--- src/rtl/arith_pkg.sv ---
// Shared arithmetic-datapath types: divider FSM state encoding and default operand width.
package arith_pkg;

    typedef enum logic [1:0] {
        DIV_IDLE,
        DIV_RUN,
        DIV_FIX,
        DIV_DONE
    } div_state_t;

    localparam int DIV_WIDTH_DEFAULT = 8;

endpackage

--- src/rtl/div_addsub_unit.sv ---
// Combinational (WIDTH+1)-bit adder/subtractor shared by the divider iteration and fix-up steps.
module div_addsub_unit #(
    parameter int WIDTH = 8
) (
    input  logic [WIDTH:0] i_a,
    input  logic [WIDTH:0] i_b,
    input  logic           i_sub,
    output logic [WIDTH:0] o_y
);

    assign o_y = i_sub ? (i_a - i_b) : (i_a + i_b);

endmodule

--- src/rtl/seq_divider.sv ---
// Multi-cycle non-restoring divider with start/ready/done handshake; WIDTH+2 cycles per divide.
// Define DIVIDER_SIGNED_EN for two's-complement operands; otherwise operands are unsigned.
module seq_divider
    import arith_pkg::*;
#(
    parameter int WIDTH = DIV_WIDTH_DEFAULT
) (
    input  logic             clk,
    input  logic             rst_n,
    input  logic             start,
    input  logic [WIDTH-1:0] dividend,
    input  logic [WIDTH-1:0] divisor,
    output logic             ready,
    output logic             done,
    output logic [WIDTH-1:0] quotient,
    output logic [WIDTH-1:0] remainder,
    output logic             div_by_zero
);

    localparam int            CW       = $clog2(WIDTH + 1);
    localparam logic [CW-1:0] CNT_LAST = CW'(WIDTH - 1);
    localparam logic [CW-1:0] CNT_ONE  = CW'(1);

    div_state_t       r_state;
    div_state_t       w_state_next;
    logic [CW-1:0]    r_count;
    logic [WIDTH:0]   r_prem;
    logic [WIDTH-1:0] r_quo;
    logic [WIDTH-1:0] r_dvs;
    logic             r_neg_q;
    logic             r_neg_r;
    logic             r_dbz;
    logic [WIDTH-1:0] r_quotient;
    logic [WIDTH-1:0] r_remainder;
    logic             r_div_by_zero;

    logic             w_neg_n;
    logic             w_neg_d;
    logic [WIDTH-1:0] w_abs_n;
    logic [WIDTH-1:0] w_abs_d;
    logic [WIDTH:0]   w_as_a;
    logic [WIDTH:0]   w_as_b;
    logic [WIDTH:0]   w_as_y;
    logic             w_as_sub;
    logic [WIDTH-1:0] w_q_final;
    logic [WIDTH-1:0] w_r_final;

`ifdef DIVIDER_SIGNED_EN
    assign w_neg_n = dividend[WIDTH-1];
    assign w_neg_d = divisor[WIDTH-1];
`else
    assign w_neg_n = 1'b0;
    assign w_neg_d = 1'b0;
`endif

    // Magnitudes fit in WIDTH unsigned bits even for the most negative operand.
    assign w_abs_n = w_neg_n ? -dividend : dividend;
    assign w_abs_d = w_neg_d ? -divisor  : divisor;

    always_ff @(posedge clk or negedge rst_n) begin
        if (!rst_n) r_state <= DIV_IDLE;
        else        r_state <= w_state_next;
    end

    // NOTE: every output of a combinational block gets a default first so no path leaves it unassigned (no latch).
    always_comb begin
        w_state_next = r_state;
        ready        = 1'b0;
        done         = 1'b0;
        case (r_state)
            DIV_IDLE: begin
                ready = 1'b1;
                if (start) w_state_next = DIV_RUN;
            end
            DIV_RUN:  if (r_count == '0) w_state_next = DIV_FIX;
            DIV_FIX:  if (r_count == '0) w_state_next = DIV_DONE;
            DIV_DONE: begin
                done         = 1'b1;
                w_state_next = DIV_IDLE;
            end
            default:  w_state_next = DIV_IDLE;
        endcase
    end

    // RUN: shift {prem, quo} left and add/subtract |divisor| by the old remainder sign.
    // FIX: add |divisor| back onto a negative remainder.
    always_comb begin
        w_as_a   = {r_prem[WIDTH-1:0], r_quo[WIDTH-1]};
        w_as_b   = {1'b0, r_dvs};
        w_as_sub = ~r_prem[WIDTH];
        if (r_state == DIV_FIX) begin
            w_as_a   = r_prem;
            w_as_sub = 1'b0;
        end
    end

    div_addsub_unit #(.WIDTH(WIDTH)) u_addsub (
        .i_a   (w_as_a),
        .i_b   (w_as_b),
        .i_sub (w_as_sub),
        .o_y   (w_as_y)
    );

    assign w_q_final = r_dbz ? '1 : (r_neg_q ? -r_quo : r_quo);
    assign w_r_final = r_neg_r ? -r_prem[WIDTH-1:0] : r_prem[WIDTH-1:0];

    // FIX spans two cycles: count 1 restores the remainder, count 0 applies signs and publishes.
    // NOTE: sequential state uses non-blocking assignments so all registers update from pre-edge values.
    always_ff @(posedge clk or negedge rst_n) begin
        if (!rst_n) begin
            r_count       <= '0;
            r_prem        <= '0;
            r_quo         <= '0;
            r_dvs         <= '0;
            r_neg_q       <= 1'b0;
            r_neg_r       <= 1'b0;
            r_dbz         <= 1'b0;
            r_quotient    <= '0;
            r_remainder   <= '0;
            r_div_by_zero <= 1'b0;
        end else begin
            case (r_state)
                DIV_IDLE: if (start) begin
                    r_count       <= CNT_LAST;
                    r_prem        <= '0;
                    r_quo         <= w_abs_n;
                    r_dvs         <= w_abs_d;
                    r_neg_q       <= w_neg_n ^ w_neg_d;
                    r_neg_r       <= w_neg_n;
                    r_dbz         <= (divisor == '0);
                    r_quotient    <= '0;
                    r_remainder   <= '0;
                    r_div_by_zero <= 1'b0;
                end
                DIV_RUN: begin
                    r_prem  <= w_as_y;
                    r_quo   <= {r_quo[WIDTH-2:0], ~w_as_y[WIDTH]};
                    r_count <= (r_count == '0) ? CNT_ONE : r_count - CNT_ONE;
                end
                DIV_FIX: begin
                    if (r_count != '0) begin
                        if (r_prem[WIDTH]) r_prem <= w_as_y;
                        r_count <= r_count - CNT_ONE;
                    end else begin
                        r_quotient    <= w_q_final;
                        r_remainder   <= w_r_final;
                        r_div_by_zero <= r_dbz;
                    end
                end
                default: ;
            endcase
        end
    end

    assign quotient    = r_quotient;
    assign remainder   = r_remainder;
    assign div_by_zero = r_div_by_zero;

endmodule

--- config.mk ---
export PLATFORM = sky130hd
export DESIGN_NAME = seq_divider
export DESIGN_NICKNAME = d
export VERILOG_FILES = /design/src/rtl/arith_pkg.sv /design/src/rtl/div_addsub_unit.sv /design/src/rtl/seq_divider.sv
export SDC_FILE = /design/constraint.sdc
export NUM_CORES = 1
export LEC_CHECK = 0
export BUFFER_PORTS_ARGS = -buffer_cell sky130_fd_sc_hd__buf_2
export CAP_MARGIN = 15
export CELL_PAD_IN_SITES_DETAIL_PLACEMENT = 0
export CELL_PAD_IN_SITES_GLOBAL_PLACEMENT = 1
export CORE_ASPECT_RATIO = 0.7
export CORE_MARGIN = 1
export CORE_UTILIZATION = 40
export DETAILED_ROUTE_END_ITERATION = 16
export PLACE_DENSITY_LB_ADDON = 0.1
export SLEW_MARGIN = 5
export SYNTH_ARGS = -nofsm -noshare
export SYNTH_HDL_FRONTEND = slang
export SYNTH_SLANG_ARGS = --single-unit
--- constraint.sdc ---
create_clock -name clk -period 3.75 [get_ports clk]
set_input_delay 0.75 -clock clk [delete_from_list [all_inputs] [get_ports clk]]
set_output_delay 0.75 -clock clk [all_outputs]
set_load 0.02 [all_outputs]
**Yosys cells after proc, flatten, opt, wreduce, memory -nomap -nowiden**

Cells that the tools add are included.

- Bitwise operators: 2
- Multiplexer cells: 28
- Reduce and logical (&&, ||, !) cells: 13
- Eq/ne operators: 9
- Add/subtract/negate cells: 3

Operators with widths:

| operator | count |
|---|---|
| $pmux W8 S2 | 3 |
| $mux W9 | 5 |
| $mux W8 | 5 |
| $pmux W9 S3 | 1 |
| $mux W4 | 3 |
| $pmux W4 S3 | 1 |
| $ne A2 B2 Y1 const B | 5 |
| $add A9 B8 Y9 | 1 |
| $reduce_and A3 Y1 | 3 |
| $sub A9 B8 Y9 | 1 |
| $logic_not A8 Y1 | 1 |
| $pmux W2 S4 | 1 |
| $mux W2 | 3 |
| $mux W1 | 5 |
| $eq A2 B2 Y1 const B | 2 |
| $logic_not A4 Y1 | 1 |
| $reduce_and A2 Y1 | 2 |
| $reduce_and A4 Y1 | 1 |
| $reduce_bool A2 Y1 | 2 |
| $reduce_bool A4 Y1 | 1 |
| $sub A4 B1 Y4 const B | 1 |
| $reduce_bool A3 Y1 | 1 |
| $eq A2 B1 Y1 const B | 1 |
| $logic_not A2 Y1 | 1 |
| 3 further kinds | 4 |

- Bits in registers: 49
- Output and inout bits: 19
- Bits of input ports: 19
- Logic and storage cells: 65

**Depth between registers and ports, before layout**

Gate-level depths: netlist (run 1).

- Depth in word-level cells: 7
- Gate-level depth with buffers: 14
- Depth with buffers taken out: 12

**By module**

Synthesis (run 1) repeated with hierarchy kept, for this count alone.

- Cell total of the unflattened synthesis: 297
- Area total of the unflattened synthesis: 2840.2 um^2

Modules (own cells, without submodules):

| module | times used | sequential area each (um^2) | area each (um^2) | cells each |
|---|---|---|---|---|
| seq_divider | 1 | 1226.2 | 2317.2 | 228 |
| div_addsub_unit | 1 | 0.0 | 523.0 | 69 |

**Least setup slack after synthesis (run 1)**

OpenSTA, ideal clock, no wires.

- Path type: flip-flop to flip-flop
- Start: register r_state[0]
- End: register r_prem[6]
- Arrival: 2890 ps
- Library setup time: 127 ps
- Stages on the path, launching flop included: 13
- Buffers on the path: 2
- Setup slack: 733 ps
- Cell sequence: dfrtp_1 > inv_1 > ha_1 > clkbuf_1 > clkbuf_1 > mux2_2 > fa_1 > a211oi_1 > nor2_1 > o21a_1 > nor2_1 > xor2_1 > o21ai_0

- Cells in the longest elaborated chain, start to end: 7
- Elaborated cells between the ends (all ways): 16
- Those cells by class: 2 x add/sub; 5 x eq/ne; 6 x mux; 3 x reduce/logical

RTL lines:

| element | RTL line | RTL |
|---|---|---|
| start: declaration | seq_divider.sv:24 | `div_state_t r_state;` |
| start signal: assignment | seq_divider.sv:62 | `else r_state <= w_state_next;` |
| $eq A2 B2 Y1 | seq_divider.sv:91, seq_divider.sv:122 |  |
| $mux W9 | seq_divider.sv:91 | `if (r_state == DIV_FIX) begin` |
| $add A9 B8 Y9 / $sub A9 B8 Y9 (equally long branches) | div_addsub_unit.sv:11 | `assign o_y = i_sub ? (i_a - i_b) : (i_a + i_b);` |
| $mux W9 | div_addsub_unit.sv:11 |  |
| $mux W9 | seq_divider.sv:142 | `if (r_prem[WIDTH]) r_prem <= w_as_y;` |
| $mux W9 | seq_divider.sv:141 | `if (r_count != '0) begin` |
| $pmux W9 S3 | seq_divider.sv:122 | `case (r_state)` |
| end signal: assignment | seq_divider.sv:136 | `r_prem <= w_as_y;` |
| end signal: assignment | seq_divider.sv:142 |  |
| end: declaration | seq_divider.sv:27 | `logic [WIDTH:0] r_prem;` |

Several ways; a longest one is shown, not always the timed one. The select of a mux whose other input is x is not followed.
A chain may end at the register's enable or synchronous reset.

**Final worst setup path (run 1)**

- Start: register r_state[0]
- End: register r_prem[8]

The elaborated chain is that of the path after synthesis.

==> results of run 1 <==
## power breakdown
part	switching [mW]	leakage (nW)	internal, mW
Sequential	0.161	0.639	0.688
Clock	0.177	0.0554	0.200
Combinational	0.853	0.839	0.668
Total	1.19	1.53	1.56
## registers in the layout, indices dropped and copies added (netlist names)
register and cells:
r_quo 8, r_dbz 1, quotient 8, remainder 8, r_dvs 8, r_state 2, r_prem 9, r_count 4
div_by_zero 1
## synth_stat cells, drive strengths merged, types with 6 or more instances
| cell | n | share of area |
|---|---|---|
| dfrtp | 49 | 0.45 |
| nand2 | 41 | 0.056 |
| o21ai | 30 | 0.055 |
| nor2 | 17 | 0.023 |
| ha | 15 | 0.068 |
| mux2 | 15 | 0.061 |
| a21oi | 13 | 0.024 |
| mux2i | 11 | 0.040 |
| xnor2 | 11 | 0.035 |
| a22o | 10 | 0.032 |
| inv | 9 | 0.012 |
| clkbuf | 6 | 0.0082 |
## cells by family after synthesis
group                      Yosys count  synth area share
AOI/OAI and AO/OA                   71             0.166
and+or+nand+nor                     84             0.147
xor gates and xnor gates            13            0.0414
buffers and inverters               17            0.0232
muxes                               26             0.101
adders and majority gates           16            0.0755
DFF                                 49             0.446
## metal layers
metal	part of all wire	global-route usage
met1	0.55	0.289
met2	0.40	0.259
met3	0.047	0.0371
met5	0	0
met4	0.0085	0.0435
## final cells by class
cell class | instances | area (sq um) | share of cell area
Clock inverter | 2 | 38.8 | 0.0122
Sequential cell | 49 | 1230 | 0.387
Multi-Input combinational cell | 210 | 1460 | 0.461
Inverter | 9 | 33.8 | 0.0107
Timing Repair Buffer | 42 | 223 | 0.0703
Clock buffer | 6 | 72.6 | 0.0229
Tap cell | 91 | 114 | 0.0359
## final timing paths
path / depth (start not counted) / end / startpoint
worst max-delay path: 12 / r_prem[8] / r_state[0]
worst min register to register: 2 / quotient[4] / quotient[4]
worst max register to register: 12 / r_prem[8] / r_state[0]
worst min-delay path: 2 / quotient[4] / quotient[4]
max in group asynchronous: 2 / r_quo[0] / rst_n
min in group asynchronous: 1 / quotient[4] / rst_n
## stage by stage
| stage | hold slack, ns | cells | total power [mW] |
|---|---|---|---|
| floorplan | 0.454 | 276 | 2.01 |
| global placement | 0.443 | 401 | 2.38 |
| detailed placement | 0.450 | 401 | 2.39 |
| CTS | 0.472 | 409 | 2.78 |
| global route | 0.502 | 409 | 3.02 |
| finish | 0.465 | 409 | 2.75 |
## worst max-delay path: cells and delay by family, from the launching register on
kind,cells,cell delay [ns]
compound gates,3,0.76
fa+ha+maj,3,0.78
simple gates,1,0.11
xor+xnor,1,0.12
flops,1,0.42
buf+inv,3,0.40
mux,1,0.23
==> impl_metrics.tcl, run 1 <==
set metrics [dict create \
    drtIter0Drc 106 \
    worstSkewPairLatency_ns 0.30 \
    track_usage 0.185 \
    coreArea_sq_um 6430 \
    hp-class "reg -> reg" \
    grt_pass1_wl_mm 10.3 \
    hpwl_mm 4.44 \
    cp-end-kind "flip-flop" \
    placed_cell_area_sq_um 3060 \
    fin_skew_ns 0.00775 \
    antenna_cells 0 \
    initial_core_util 0.428 \
    layout_setup_ws_ns 0.822 \
    ys_seq_area_frac 0.446 \
    cts_hold_buffers 0 \
    ioPinCount 38 \
    crit_fanout 19 \
    post-route-period-util 0.781 \
    rsz0062_at_grt "false" \
    num_vias 2107 \
    antenna_found_initial 0 \
    async_flop_share 1.00 \
    ir_drop_v 0.000361 \
    cts.sink_count 49 \
    fin_util 0.493 \
    netlist_area_sq_um 2750 \
    post_cts_resized 0 \
    path_clk_slew_ns 0.09 \
    nFillCells 659 \
    grt_pass1_vias 2064 \
    clk_path_buf_depth 2 \
    cp-start-kind "flip-flop" \
    r2r_slack_ns 0.82 \
    drt_wl_total_mm 5.99 \
    dp_slack_ns 0.855 \
    drv_cap 0 \
    stdcell_area_sq_um 3170 \
    worst_pin_slew_ns 0.839 \
    mostFrequentLayoutCells "dfrtp_1 (49), nand2_1 (41), buf_2 (37)" \
    cpPeakStageDelay_ns 0.42 \
    cts_root_buf "clkbuf_8" \
    finalSetupViolations 0 \
    worstPathArrival_ns 3.12 \
    dieArea_sq_um 7220 \
    slew_headroom 0.441 \
    wl_per_cell_um 14.6 \
    synth-edff-count 0 \
    via_per_inst 5.15 \
    routabilityCongestion 0.859 \
    status "complete, no violations" \
    syn-instance-count 276 \
    drtAntennaViolNets 0 \
    crit_chain "inv_1, ha_1, buf_4, mux2i_1, ha_1, inv_1, fa_1, a211oi_1, nor2_1, o22ai_1, xnor2_1, o41ai_2" \
    fmax_ghz 0.342 \
    ys_ff_latch 49 \
    final_nets 352 \
    cts_tree "yes" \
    area_growth_pct 15.2 \
    rows 24 \
    p_leak_nw 1.53 \
    min_period_ns 2.93 \
    post_cts_buffers 0 \
    syn_avg_cell_area_sq_um 9.96 \
    yosysWarningCount 0 \
    cpMaxStageDelayCell "dfrtp_1" \
    crit_type "reg -> reg" \
    die_y_um 71.4 \
    drv_slew 0 \
    io_buffers 37 \
    grt_max_degree 38 \
    setup_tns_ns 0 \
    ys.flop_type "dfrtp_1" \
    power_density_nw_per_um2 868 \
    layout_commonest_cell "dfrtp_1" \
    numCtsBuffers 5 \
    dr.pass1.iters 4 \
    crit_required_ns 3.95 \
    remaining_drc_errors 0 \
    ys_types 41 \
    cts_max_level 2 \
    finalHoldViolCount 0 \
    fp.dieW_um 101 \
    syn_nets 311 \
    layout-drive-gt1-share 0.220 \
    grt-ovfl-total 0 \
]
(Power assumes the default switching activity.)
==> inputs of run 2 (changes only) <==
Settings changed: ABC_AREA set to 1, CORE_UTILIZATION 40 to 38.
Clock period 3.75 ns to 2.4 ns, I/O delays scaled along.
==> run 2 against run 1 <==
Against the previous run: combinational power rose to 2.6 times the previous value; register-to-register slack got worse by 0.68 ns; utilization fell by 1.8 points; synthesized cell count is 32% higher; sequential power up 64%; largest power group unchanged; via count up 13%; sequential cell count did not move; synthesized area is 4.3% higher.
==> impl_metrics.tcl, run 2 <==
set metrics [dict create \
    holdWs_ns 0.169 \
    largest_reg_flops 9 \
    dr.pass1.iters 4 \
    cts_tree "yes" \
    power_density_nw_per_um2 1710 \
    pwr-share-seq 0.233 \
    worst_pin_slew_ns 0.592 \
    syn-instance-count 364 \
    drv_slew 0 \
    initial_core_util 0.394 \
    yosysWarningCount 0 \
    rr_worst_depth 15 \
    ir_drop_v 0.000681 \
    drt_wl_total_mm 6.58 \
    cts_max_level 2 \
    switching_power_mw 2.85 \
    dp_cells 500 \
    stdcell_area_sq_um 3460 \
    path_clk_slew_ns 0.09 \
    die_y_um 74.7 \
    internal_power_mw 3.09 \
    worstPathArrival_ns 2.46 \
    clk_path_buf_depth 2 \
    rows 26 \
    track_usage 0.181 \
    ys.flop_type "dfrtp_1" \
    antenna_found_initial 0 \
    syn_avg_cell_area_sq_um 7.88 \
    netlist_area_sq_um 2870 \
    via_per_inst 4.63 \
    cts_hold_buffers 0 \
    ys_seq_area_frac 0.427 \
    ys_types 34 \
    cts.sink_count 49 \
    nFillCells 777 \
    wl_per_cell_um 12.8 \
    fmax_ghz 0.443 \
    yosysTopAreaCell "dfrtp_1" \
    remaining_drc_errors 0 \
    cts_root_buf "clkbuf_8" \
    ys_top_cells_by_count "nand2_1 (110), dfrtp_1 (49), inv_1 (40), o21ai_0 (30), nor2_1 (29)" \
    area_growth_pct 20.8 \
    min_period_ns 2.26 \
    routabilityCongestion 0.814 \
    cp-end-kind "flip-flop" \
    grt_pass1_vias 2286 \
    ys_ff_latch 49 \
    finalHoldViolCount 0 \
    dieArea_sq_um 7910 \
    slew_headroom 0.605 \
    hp-class "in -> async" \
    fp.dieW_um 106 \
    synth_area_leaders "dfrtp_1 (43%), nand2_1 (14%), ha_1 (6.5%)" \
    layout-drive-gt1-share 0.251 \
    ioPinCount 38 \
    crit_fanout 4 \
    p_leak_nw 1.76 \
    regMostFlops "r_prem" \
    final_nets 452 \
    drv_cap 0 \
    layout_setup_ws_ns 0.142 \
    worstSkewPairLatency_ns 0.30 \
    hpwl_mm 4.94 \
    sw_frac_of_total 0.480 \
    crit_type "reg -> reg" \
    yosys.cell_count.top_type "nand2_1" \
    dp_slack_ns -0.00707 \
    power_frac_comb 0.663 \
    synth_top_area_frac 0.427 \
    synth-edff-count 0 \
    grt-ovfl-total 0 \
    grt_pass1_wl_mm 11.1 \
    num_vias 2389 \
    mostFrequentLayoutCells "nand2_1 (107), dfrtp_1 (49), buf_2 (37)" \
    numCtsBuffers 5 \
    drtAntennaViolNets 0 \
    clkPwrFrac 0.104 \
    async_flop_share 1.00 \
    finalSetupViolations 0 \
    drtIter0Drc 99 \
    post-route-period-util 0.941 \
    cp-start-kind "flip-flop" \
    fin_cells 516 \
    rsz0062_at_grt "true" \
    layout_commonest_cell "nand2_1" \
    status "complete, no violations" \
    io_buffers 37 \
    coreArea_sq_um 7290 \
    syn_nets 399 \
    crit_required_ns 2.60 \
    grt_max_degree 28 \
    placed_cell_area_sq_um 3210 \
    antenna_cells 0 \
    fin_skew_ns 0.00889 \
]
-- run 2: cell count changes after synthesis, moves of 11 or more --
cell and change:
inv_1 +31, mux2_2 -15, mux2i_1 -11, nor2_1 +12, nand2_1 +69, o21ai_2 +11
-- run 2: cells by family (layout without fill, tap and decap cells) --
| logic type | Yosys count | after routing | share of synthesized area |
|---|---|---|---|
| AND/OR/NAND/NOR | 167 | 167 | 0.249 |
| flip-flops | 49 | 49 | 0.427 |
| buffers and inverters | 53 | 107 | 0.0798 |
| AO/OA/AOI/OAI | 69 | 69 | 0.141 |
| XOR/XNOR | 10 | 10 | 0.0305 |
| adder cells (fa/ha/maj) | 16 | 16 | 0.0724 |
-- run 2: layout make-up --
| class | count | area (sq um) | share of cell area |
|---|---|---|---|
| multi-input combinational | 262 | 1480 | 0.427 |
| sequential | 49 | 1230 | 0.354 |
| timing repair buffer | 56 | 353 | 0.102 |
| inverter | 43 | 169 | 0.0488 |
| tap | 98 | 123 | 0.0354 |
| clock buffer | 7 | 86.3 | 0.0249 |
| clock inverter | 1 | 30.0 | 0.00867 |
-- run 2: worst paths after layout --
path / start / to / slack [ns]
worst max-delay path: r_state[1] / r_prem[7] / 0.14
worst min-delay path: rst_n / r_count[0] / 0.17
worst max register to register: r_state[1] / r_prem[7] / 0.14
worst min register to register: remainder[4] / remainder[4] / 0.48
max in group asynchronous: rst_n / r_dvs[0] / 1.68
min in group clk: divisor[4] / r_dvs[4] / 0.40
-- run 2: repair_timing --
item / in CTS / in global routing
endpoints found under the setup margin: 3 / 7
gates resized for setup: 2 / 24
gates cloned: 0 / 0
pin swaps: 2 / 13
buffers inserted: 2 / 6
-- run 2: power groups by stage --
stage | Combinational (mW) | Sequential (mW) | Clock [mW]
after floorplan | 2.59 | 1.44 | 0
after global placement | 3.43 | 1.39 | 0
after detailed placement | 3.45 | 1.39 | 0
after CTS | 3.54 | 1.38 | 0.638
after global routing | 4.50 | 1.44 | 0.675
final | 3.93 | 1.39 | 0.618
-- run 2: metrics by stage --
step                 util  setup TNS, ns  total power [mW]
finish              0.475              0              5.94
global route        0.475         -0.129              6.61
CTS                 0.459              0              5.56
global placement    0.440              0              4.82
detailed placement  0.440       -0.00707              4.85
floorplan               -              0              4.03
-- run 2: metal layers --
layer,share of wire,up-vias,GRT usage
met5,0,-,0
met2,0.39,43,0.262
met1,0.57,1075,0.278
li1,-,1266,-
met3,0.034,5,0.0329
met4,0.0068,0,0.0401
-- run 2: worst max-delay path, cell delays in order, from the launching register on --
cell      delay, ns
dfrtp_1        0.43
ha_4           0.20
inv_4          0.06
nand2_4        0.06
buf_4          0.14
nand2_2        0.09
nand2_1        0.07
xor2_1         0.15
ha_1           0.31
buf_4          0.15
inv_1          0.06
o21bai_1       0.08
a21oi_2        0.13
nand3b_1       0.09
nand3_1        0.09
nand2_1        0.05
